$ cat src/rtl/instruction_memory_pkg.sv
// ----------------------------------------------------------------------------
// instruction_memory_pkg
//   Shared constants for the IF-stage program memory and its byte loader.
//   BYTE_SIZE       width of one loader byte
//   BYTES_PER_WORD  loader bytes packed into one instruction word
//   INSTR_NOP       word returned for out-of-range fetches (bounds-check build)
// ----------------------------------------------------------------------------
package instruction_memory_pkg;

  localparam int BYTE_SIZE      = 8;
  localparam int BYTES_PER_WORD = 4;

  localparam logic [31:0] INSTR_NOP = 32'h0000_0000;

endpackage

$ cat src/rtl/instruction_memory_byte_assembler.sv
// ----------------------------------------------------------------------------
// byte_assembler
//   Packs a serial byte stream into big-endian words. The first byte of a
//   word ends up in the most significant position.
// Ports
//   i_clk         clock, rising edge
//   i_reset       asynchronous active-low reset
//   i_clear       synchronous discard of the partial word
//   i_en          accept i_byte this cycle (caller already gated by full/clear)
//   i_byte        incoming byte
//   o_word        partial bytes + i_byte, valid when o_word_valid is high
//   o_word_valid  combinational: this cycle's byte completes a word
//   o_busy        partial word pending (byte count != 0)
// ----------------------------------------------------------------------------
module byte_assembler
  import instruction_memory_pkg::*;
#(
  parameter int WORD_SIZE = 32
) (
  input  logic                 i_clk,
  input  logic                 i_reset,
  input  logic                 i_clear,
  input  logic                 i_en,
  input  logic [BYTE_SIZE-1:0] i_byte,
  output logic [WORD_SIZE-1:0] o_word,
  output logic                 o_word_valid,
  output logic                 o_busy
);

  // Only the first three bytes need storage; the fourth is taken straight
  // from i_byte so the word can be committed in the same cycle.
  localparam int PART_W = WORD_SIZE - BYTE_SIZE;
  localparam logic [1:0] LAST_BYTE = 2'(BYTES_PER_WORD - 1);

  logic [PART_W-1:0] shift_q, shift_d;
  logic [1:0]        byte_cnt_q, byte_cnt_d;

  always_comb begin
    shift_d      = shift_q;
    byte_cnt_d   = byte_cnt_q;
    o_word_valid = 1'b0;
    o_word       = {shift_q, i_byte};
    if (i_clear) begin
      shift_d    = '0;
      byte_cnt_d = '0;
    end else if (i_en) begin
      if (byte_cnt_q == LAST_BYTE) begin
        o_word_valid = 1'b1;
        shift_d      = '0;
        byte_cnt_d   = '0;
      end else begin
        shift_d    = {shift_q[PART_W-BYTE_SIZE-1:0], i_byte};
        byte_cnt_d = byte_cnt_q + 2'd1;
      end
    end
  end

  always_ff @(posedge i_clk or negedge i_reset) begin
    if (!i_reset) begin
      shift_q    <= '0;
      byte_cnt_q <= '0;
    end else begin
      shift_q    <= shift_d;
      byte_cnt_q <= byte_cnt_d;
    end
  end

  assign o_busy = (byte_cnt_q != 2'd0);

endmodule

$ cat src/rtl/instruction_memory.sv
// ----------------------------------------------------------------------------
// instruction_memory
//   IF-stage program memory. Combinational read indexed by the PC; byte-serial
//   write from the debug/loader unit, four bytes per word (big-endian) at an
//   auto-incrementing pointer that saturates at the memory depth.
//   Optional macro IMEM_BOUNDS_CHECK_EN: fetches at or beyond the loaded
//   length return NOP and raise o_fault.
// Ports
//   i_clk          clock, rising edge
//   i_reset        asynchronous active-low reset
//   i_clear        sync clear of pointer and partial word (memory kept)
//   i_wr_en        byte write strobe
//   i_wr_byte      byte to load
//   i_pc           byte address from the PC stage
//   o_instruction  word at i_pc[ADDR_W+1:2], combinational
//   o_wr_ack       1-cycle pulse after a word is committed
//   o_wr_err       1-cycle pulse after a write attempt while full
//   o_empty        nothing loaded since reset/clear
//   o_full         write pointer reached the depth
//   o_fault        (IMEM_BOUNDS_CHECK_EN only) fetch outside loaded program
// ----------------------------------------------------------------------------
module instruction_memory
  import instruction_memory_pkg::*;
#(
  parameter int PC_SIZE           = 32,
  parameter int WORD_SIZE         = 32,
  parameter int MEM_SIZE_IN_WORDS = 64
) (
  input  logic                 i_clk,
  input  logic                 i_reset,
  input  logic                 i_clear,
  input  logic                 i_wr_en,
  input  logic [BYTE_SIZE-1:0] i_wr_byte,
  input  logic [PC_SIZE-1:0]   i_pc,
  output logic [WORD_SIZE-1:0] o_instruction,
  output logic                 o_wr_ack,
  output logic                 o_wr_err,
  output logic                 o_empty,
`ifdef IMEM_BOUNDS_CHECK_EN
  output logic                 o_full,
  output logic                 o_fault
`else
  output logic                 o_full
`endif
);

  localparam int ADDR_W = $clog2(MEM_SIZE_IN_WORDS);
  // Pointer carries one extra bit so "full" is distinguishable from "empty".
  localparam logic [ADDR_W:0] DEPTH   = (ADDR_W+1)'(MEM_SIZE_IN_WORDS);
  localparam logic [ADDR_W:0] PTR_ONE = (ADDR_W+1)'(1);

  logic [WORD_SIZE-1:0] mem [MEM_SIZE_IN_WORDS];

  logic [ADDR_W:0]      wr_ptr_q, wr_ptr_d;
  logic                 wr_ack_q, wr_ack_d;
  logic                 wr_err_q, wr_err_d;
  logic                 full;
  logic                 asm_en;
  logic [WORD_SIZE-1:0] asm_word;
  logic                 asm_word_valid;
  logic                 asm_busy;

  assign full = (wr_ptr_q == DEPTH);
  // Clear wins over a simultaneous byte; a full memory drops the byte.
  assign asm_en = i_wr_en && !full && !i_clear;

  byte_assembler #(
    .WORD_SIZE (WORD_SIZE)
  ) u_byte_assembler (
    .i_clk        (i_clk),
    .i_reset      (i_reset),
    .i_clear      (i_clear),
    .i_en         (asm_en),
    .i_byte       (i_wr_byte),
    .o_word       (asm_word),
    .o_word_valid (asm_word_valid),
    .o_busy       (asm_busy)
  );

  always_comb begin
    wr_ptr_d = wr_ptr_q;
    wr_ack_d = 1'b0;
    wr_err_d = 1'b0;
    if (i_clear) begin
      wr_ptr_d = '0;
    end else if (i_wr_en) begin
      if (full) begin
        wr_err_d = 1'b1;
      end else if (asm_word_valid) begin
        wr_ptr_d = wr_ptr_q + PTR_ONE;
        wr_ack_d = 1'b1;
      end
    end
  end

  always_ff @(posedge i_clk or negedge i_reset) begin
    if (!i_reset) begin
      wr_ptr_q <= '0;
      wr_ack_q <= 1'b0;
      wr_err_q <= 1'b0;
    end else begin
      wr_ptr_q <= wr_ptr_d;
      wr_ack_q <= wr_ack_d;
      wr_err_q <= wr_err_d;
    end
  end

  // Array is deliberately not reset: committed words survive reset/clear.
  always_ff @(posedge i_clk) begin
    if (asm_word_valid) begin
      mem[wr_ptr_q[ADDR_W-1:0]] <= asm_word;
    end
  end

  logic [ADDR_W-1:0]    rd_idx;
  logic [WORD_SIZE-1:0] rd_word;

  assign rd_idx  = i_pc[ADDR_W+1:2];
  assign rd_word = mem[rd_idx];

`ifdef IMEM_BOUNDS_CHECK_EN
  logic [PC_SIZE-3:0] pc_word;
  logic               unused_pc;

  // Compare the whole word address so high PC bits cannot alias into range.
  assign pc_word       = i_pc[PC_SIZE-1:2];
  assign o_fault       = (pc_word >= (PC_SIZE-2)'(wr_ptr_q));
  assign o_instruction = o_fault ? WORD_SIZE'(INSTR_NOP) : rd_word;
  assign unused_pc     = ^i_pc[1:0];
`else
  logic unused_pc;

  assign o_instruction = rd_word;
  assign unused_pc     = ^{i_pc[PC_SIZE-1:ADDR_W+2], i_pc[1:0]};
`endif

  assign o_wr_ack = wr_ack_q;
  assign o_wr_err = wr_err_q;
  assign o_full   = full;
  assign o_empty  = (wr_ptr_q == '0) && !asm_busy;

endmodule

$ cat config.mk
export PLATFORM = sky130hd
export DESIGN_NAME = instruction_memory
export DESIGN_NICKNAME = d
export VERILOG_FILES = /design/src/rtl/instruction_memory_pkg.sv /design/src/rtl/instruction_memory_byte_assembler.sv /design/src/rtl/instruction_memory.sv
export SDC_FILE = /design/constraint.sdc
export NUM_CORES = 2
export LEC_CHECK = 0
export BUFFER_PORTS_ARGS = -buffer_cell sky130_fd_sc_hd__clkbuf_2
export CAP_MARGIN = 20
export CORE_MARGIN = 3
export CORE_UTILIZATION = 44
export DETAILED_ROUTE_END_ITERATION = 12
export SYNTH_ARGS = -nofsm -noshare
export SYNTH_HDL_FRONTEND = slang
export SYNTH_SLANG_ARGS = --single-unit
$ cat constraint.sdc
create_clock -name i_clk -period 3.8 [get_ports i_clk]
set_clock_uncertainty 0.05 [all_clocks]
set_input_delay 0.38 -clock i_clk [delete_from_list [all_inputs] [get_ports i_clk]]
set_output_delay 0.38 -clock i_clk [all_outputs]
set_load 0.005 [all_outputs]
## Word-level counts from Yosys, hierarchy flattened

Memories as Yosys holds them, arrays and structs flattened.
Cells that the tools add are included.

| operators by class | value |
|---|---|
| add/subtract/negate cells | 2 |
| equality and inequality tests | 3 |
| muxes and demuxes | 21 |
| reductions and logical operators | 12 |

Operators by type and width:

| cell | number |
|---|---|
| 24-bit two-way mux | 3 |
| 7-bit two-way mux | 4 |
| 1-bit two-way mux | 11 |
| 2-bit nonzero test | 4 |
| 7-bit by 1-bit adder with 7-bit output, second input constant | 1 |
| 7-bit equality test, second input constant | 1 |
| 7-bit logical NOT | 1 |
| 2-bit two-way mux | 3 |
| 1-bit logical AND | 3 |
| 1-bit logical NOT | 3 |
| 3-bit AND reduction | 1 |
| 2-bit by 1-bit adder with 2-bit output, second input constant | 1 |
| 2-bit equality test, second input constant | 1 |
| 2-bit inequality test, second input constant | 1 |

| word-level totals | value |
|---|---|
| bits in registers | 35 |
| memory bits (writable) | 2048 |
| input port bits | 44 |
| output and inout port bits | 36 |
| word-level logic and storage cells | 44 |
| memories | 1 |

Memories:

| name | depth | width | rd ports | clocked after Yosys merged registers in | write ports | RTL line | source |
|---|---|---|---|---|---|---|---|
| mem | 64 | 32 | 1 | 0 | 1 | instruction_memory.sv:52 | `logic [WORD_SIZE-1:0] mem [MEM_SIZE_IN_WORDS];` |

## Depth between registers and ports, before layout

| logic depth | value |
|---|---|
| word-level depth | 10 |
| mapped depth | 10 |
| depth with buffers taken out | 7 |

## Modules after synthesis

A second synthesis with hierarchy kept.

| second synthesis, totals | value |
|---|---|
| cells, all modules | 3787 |
| area, all modules | 80588.5 µm² |

By module, submodules not included:

| module | instances | cells an instance | area an instance (µm²) | sequential area each (µm²) |
|---|---|---|---|---|
| instruction_memory | 1 | 3685 | 79368.6 | 61724.2 |
| byte_assembler | 1 | 102 | 1219.9 | 650.6 |

## Worst setup path before layout

No wires, ideal clock.

| path | value |
|---|---|
| path kind | register to register |
| start | register wr_ptr_q[0] |
| end | memory mem[63][0], enable pin |
| library setup time | 0.421 ns |
| arrival | 3.114 ns |
| required time | 3.329 ns |
| slack | 0.215 ns |
| cell stages (with the launch flop) | 8 |
| buffers on the path | 0 |
| clock period less this slack | 3.585 ns |
| cell sequence | dfrtp_1 > inv_1 > ha_1 > nor2b_1 > a31oi_2 > nor3b_2 > nand3_1 > nor2_1 |

| on the way | value |
|---|---|
| word-level cells in the longest chain between the ends | 8 |

RTL lines:

| element | RTL line | source |
|---|---|---|
| start, declared | instruction_memory.sv:54 | `logic [ADDR_W:0] wr_ptr_q, wr_ptr_d;` |
| start signal, assigned | instruction_memory.sv:102 | `wr_ptr_q <= wr_ptr_d;` |
| 7-bit equality test | instruction_memory.sv:63 | `assign full = (wr_ptr_q == DEPTH);` |
| 1-bit logical NOT | instruction_memory.sv:65 | `assign asm_en = i_wr_en && !full && !i_clear;` |
| 1-bit logical AND (2 in series) | instruction_memory.sv:65 |  |
| 1-bit two-way mux | instruction_memory_byte_assembler.sv:46 | `end else if (i_en) begin` |
| 1-bit two-way mux | instruction_memory_byte_assembler.sv:43 | `if (i_clear) begin` |
| 1-bit two-way mux | instruction_memory.sv:110 | `if (asm_word_valid) begin` |
| 1-bit two-way mux (implied by the code) | instruction_memory.sv:111 | `mem[wr_ptr_q[ADDR_W-1:0]] <= asm_word;` |
| end, declared | instruction_memory.sv:52 |  |

Several ways; a longest one is shown, not always the timed one.

## Worst setup path in the final report

| path | value |
|---|---|
| start | input port i_pc[3] |
| end | output port o_instruction[20] |

| on the way | value |
|---|---|
| word-level cells in the longest chain between the ends | 1 |

RTL lines:

| element | RTL line | source |
|---|---|---|
| start, declared | instruction_memory.sv:34 | `input logic [PC_SIZE-1:0] i_pc,` |
| memory read 64 x 32 bit | n/a |  |
| end, declared | instruction_memory.sv:35 | `output logic [WORD_SIZE-1:0] o_instruction,` |

Every way passes these cells.

==> results.json <==
{
  "tightest_slew_ns": 1.007,
  "period_share_pct": 95.95,
  "tns_ns": 0,
  "track_usage_pct": 22.32,
  "ios": 80,
  "leakage_nw": 27.70,
  "worstPathRequired_ns": 3.37,
  "initial_core_util_pct": 44.42,
  "start_kind": "primary input",
  "worst_hold_path_type": "in -> reg",
  "grt_pass1_wl_um": 295300,
  "crit_arrival_ns": 3.22,
  "htreeDepth": 4,
  "cp_common_cell": "buf_12",
  "post_cts_buffers": 0,
  "yosys.area_share.simple_pct": 2.534,
  "nets": 3994,
  "fin_crit_ns": 3.646,
  "synth_top_family_by_area": "multiplexers",
  "syn_nets": 3648,
  "power.total_mw": 46.48,
  "cts_tree": "done",
  "hpwl_um": 117600,
  "syn_inst": 3600,
  "ir_drop_uv": 499.3,
  "core_mm2": 0.1792,
  "synth_area_per_cell_um2": 22.11,
  "drc_errors": 0,
  "synth_flop_cell": "edfxtp_1",
  "end_kind": "output pin",
  "synthXorXnorAreaFrac_pct": 0.06602,
  "yosys.area_share.adder_pct": 0.06287,
  "maxCapViolations": 0,
  "final_cell_mix": "edfxtp_1 (2048), mux4_2 (470), clkbuf_16 (208), buf_4 (180), nand2_1 (106)",
  "antenna_found_initial": 16,
  "fp.dieH_um": 431.3,
  "gp_congestion": 0.7865,
  "clk_path_buf_depth": 3,
  "drt-pass1-iter-count": 5,
  "rows": 155,
  "grt_overflow": 0,
  "drtIter0Drc": 4337,
  "cts-buffers-inserted": 205,
  "synth_edf_count": 2048,
  "routed_via_density": 6.000,
  "root_buffer": "clkbuf_16",
  "grt_pass1_vias": 39190,
  "synth-seq-cells": 2083,
  "fmax_mhz": 274.3,
  "clock-sinks": 2083,
  "synthMuxAreaShare_pct": 14.70,
  "vias": 38870,
  "portBuffers": 53,
  "final_common_cell": "edfxtp_1",
  "dieArea_mm2": 0.1861,
  "synth_area_mm2": 0.07960,
  "setup_viol": 0,
  "p_per_area_mw_per_mm2": 504.8,
  "drive_gt1_share_pct": 29.21,
  "ys_seq_area_share_pct": 78.36,
  "clkTransAtPathRegs_ns": 0.06,
  "clock_latency_ns": 0.82,
  "die_w_um": 431.3,
  "hold_violations": 0,
  "grt_max_degree": 72,
  "relSlewSlack_pct": 32.85,
  "worstPathCellList": "buf_8, buf_12, buf_12, nand2b_1, o22ai_1, nor2_1, buf_4, nand2_1, a21oi_1, clkbuf_2",
  "ys_warn_count": 0,
  "syn_to_final_growth_pct": 15.67,
  "slew_viol_final": 0,
  "cp_slowest_stage_delay_ns": 0.55,
  "synth.distinct_cells": 49,
  "synthArstFlopShare_pct": 1.680,
  "status": "finished, final reports clean",
  "synth_compound_area_share_pct": 2.754,
  "path_class": "in -> out",
  "totalWireLength_um": 206300,
  "rsz0062_at_grt": "no",
  "ant_nets": 0,
  "slowest_stage": "nand2b_1",
  "worstPathMaxFanout": 32,
  "wl_per_cell_um": 31.85
}
## Yosys cell counts, drive strengths merged, types with 6 or more instances
library cell	count	area, um2
and3	12	75.07
nand2	106	397.9
dfrtp	35	875.8
nor2b	22	137.6
mux4	470	10590
a22oi	54	405.4
buf	139	945.9
nor2	103	386.6
inv	6	22.52
a22o	24	210.2
mux2	27	304.0
nand4	45	281.5
a31oi	6	43.79
o21ai	17	85.08
clkbuf	65	246.5
o22ai	58	362.9
a211oi	30	225.2
nand2b	18	112.6
edfxtp	2048	61500
a21oi	35	175.2
nand3	82	410.4
o221ai	47	417.9
o22a	11	96.34
nor3	9	45.04
a311o	11	110.1
mux2i	81	810.8
## what timing repair did
action,in CTS,in global routing
hold buffers,4,1
hold endpoints to repair,45,6
resized for setup,0,1
setup endpoints to repair,0,1
## area by class of cell
cell class,count,area [um2]
tap,2355,2947
antenna,8,20.02
sequential,2083,62400
fill,14030,87120
inverter,6,22.52
multi-input combinational,1307,16540
clock buffer,266,5453
clock inverter,110,870.8
timing repair buffer,343,3821
## critical path: cells and delay by family
kind / cells / cell delay [ns]
AOI/OAI and AO/OA: 2 / 0.51
buffers and inverters: 5 / 1.08
and+or+nand+nor: 3 / 1.15
## kinds of logic after synthesis
group	count (synthesis)
buf+inv	210
mux	578
fa+ha+maj	4
flops	2083
xor+xnor	6
compound gates	299
simple gates	420
## registers in the layout (all words and copies together), names as in the netlist
name and cells:
mem 2048, o_wr_ack 1, o_wr_err 1, u_byte_assembler.byte_cnt_q 2
u_byte_assembler.shift_q 24, wr_ptr_q 7
## final timing paths
path,slack (ns),startpoint,depth (start not counted),end
min in group asynchronous,0.10,i_reset,2,u_byte_assembler.shift_q[23]
hold reg to reg,0.50,u_byte_assembler.shift_q[2],0,mem[21][10]
setup reg to reg,0.59,wr_ptr_q[1],8,mem[47][3]
max in group asynchronous,3.05,i_reset,3,u_byte_assembler.shift_q[2]
hold / removal,0.02,i_wr_byte[5],1,mem[47][5]
setup / recovery,0.15,i_pc[3],10,o_instruction[20]
## power by group
group | internal, mW | total [mW] | switching [mW] | leakage, nW
logic | 0.789 | 2.05 | 1.26 | 6.69
clock network | 10.8 | 19.2 | 8.45 | 3.07
registers | 25.1 | 25.2 | 0.0673 | 17.9
## stage by stage
stage	std cells	area, um2	worst slack (ns)	hold WS [ns]	utilization, %
finish	6478	92070	0.1540	0.02364	51.38
global route	6472	92060	0.1326	0.01380	51.37
CTS	6450	91660	0.01278	0.1175	51.15
detailed placement	6070	85290	0.09899	0.5103	47.60
global placement	6068	85250	0.1020	0.5109	47.58
floorplan	3600	79600	0.2149	0.03441	-
## metal layers
layer,part of all wire [%],global-route usage (%),up-vias,wire (um)
met1,41,31.00,21080,83620
met3,7.1,3.717,302,14630
met2,50,36.46,1503,102200
met5,0.013,0,-,27
li1,-,-,15990,-
met4,2.8,7.005,4,5787
No activity file was read; power rests on OpenSTA's default activity.
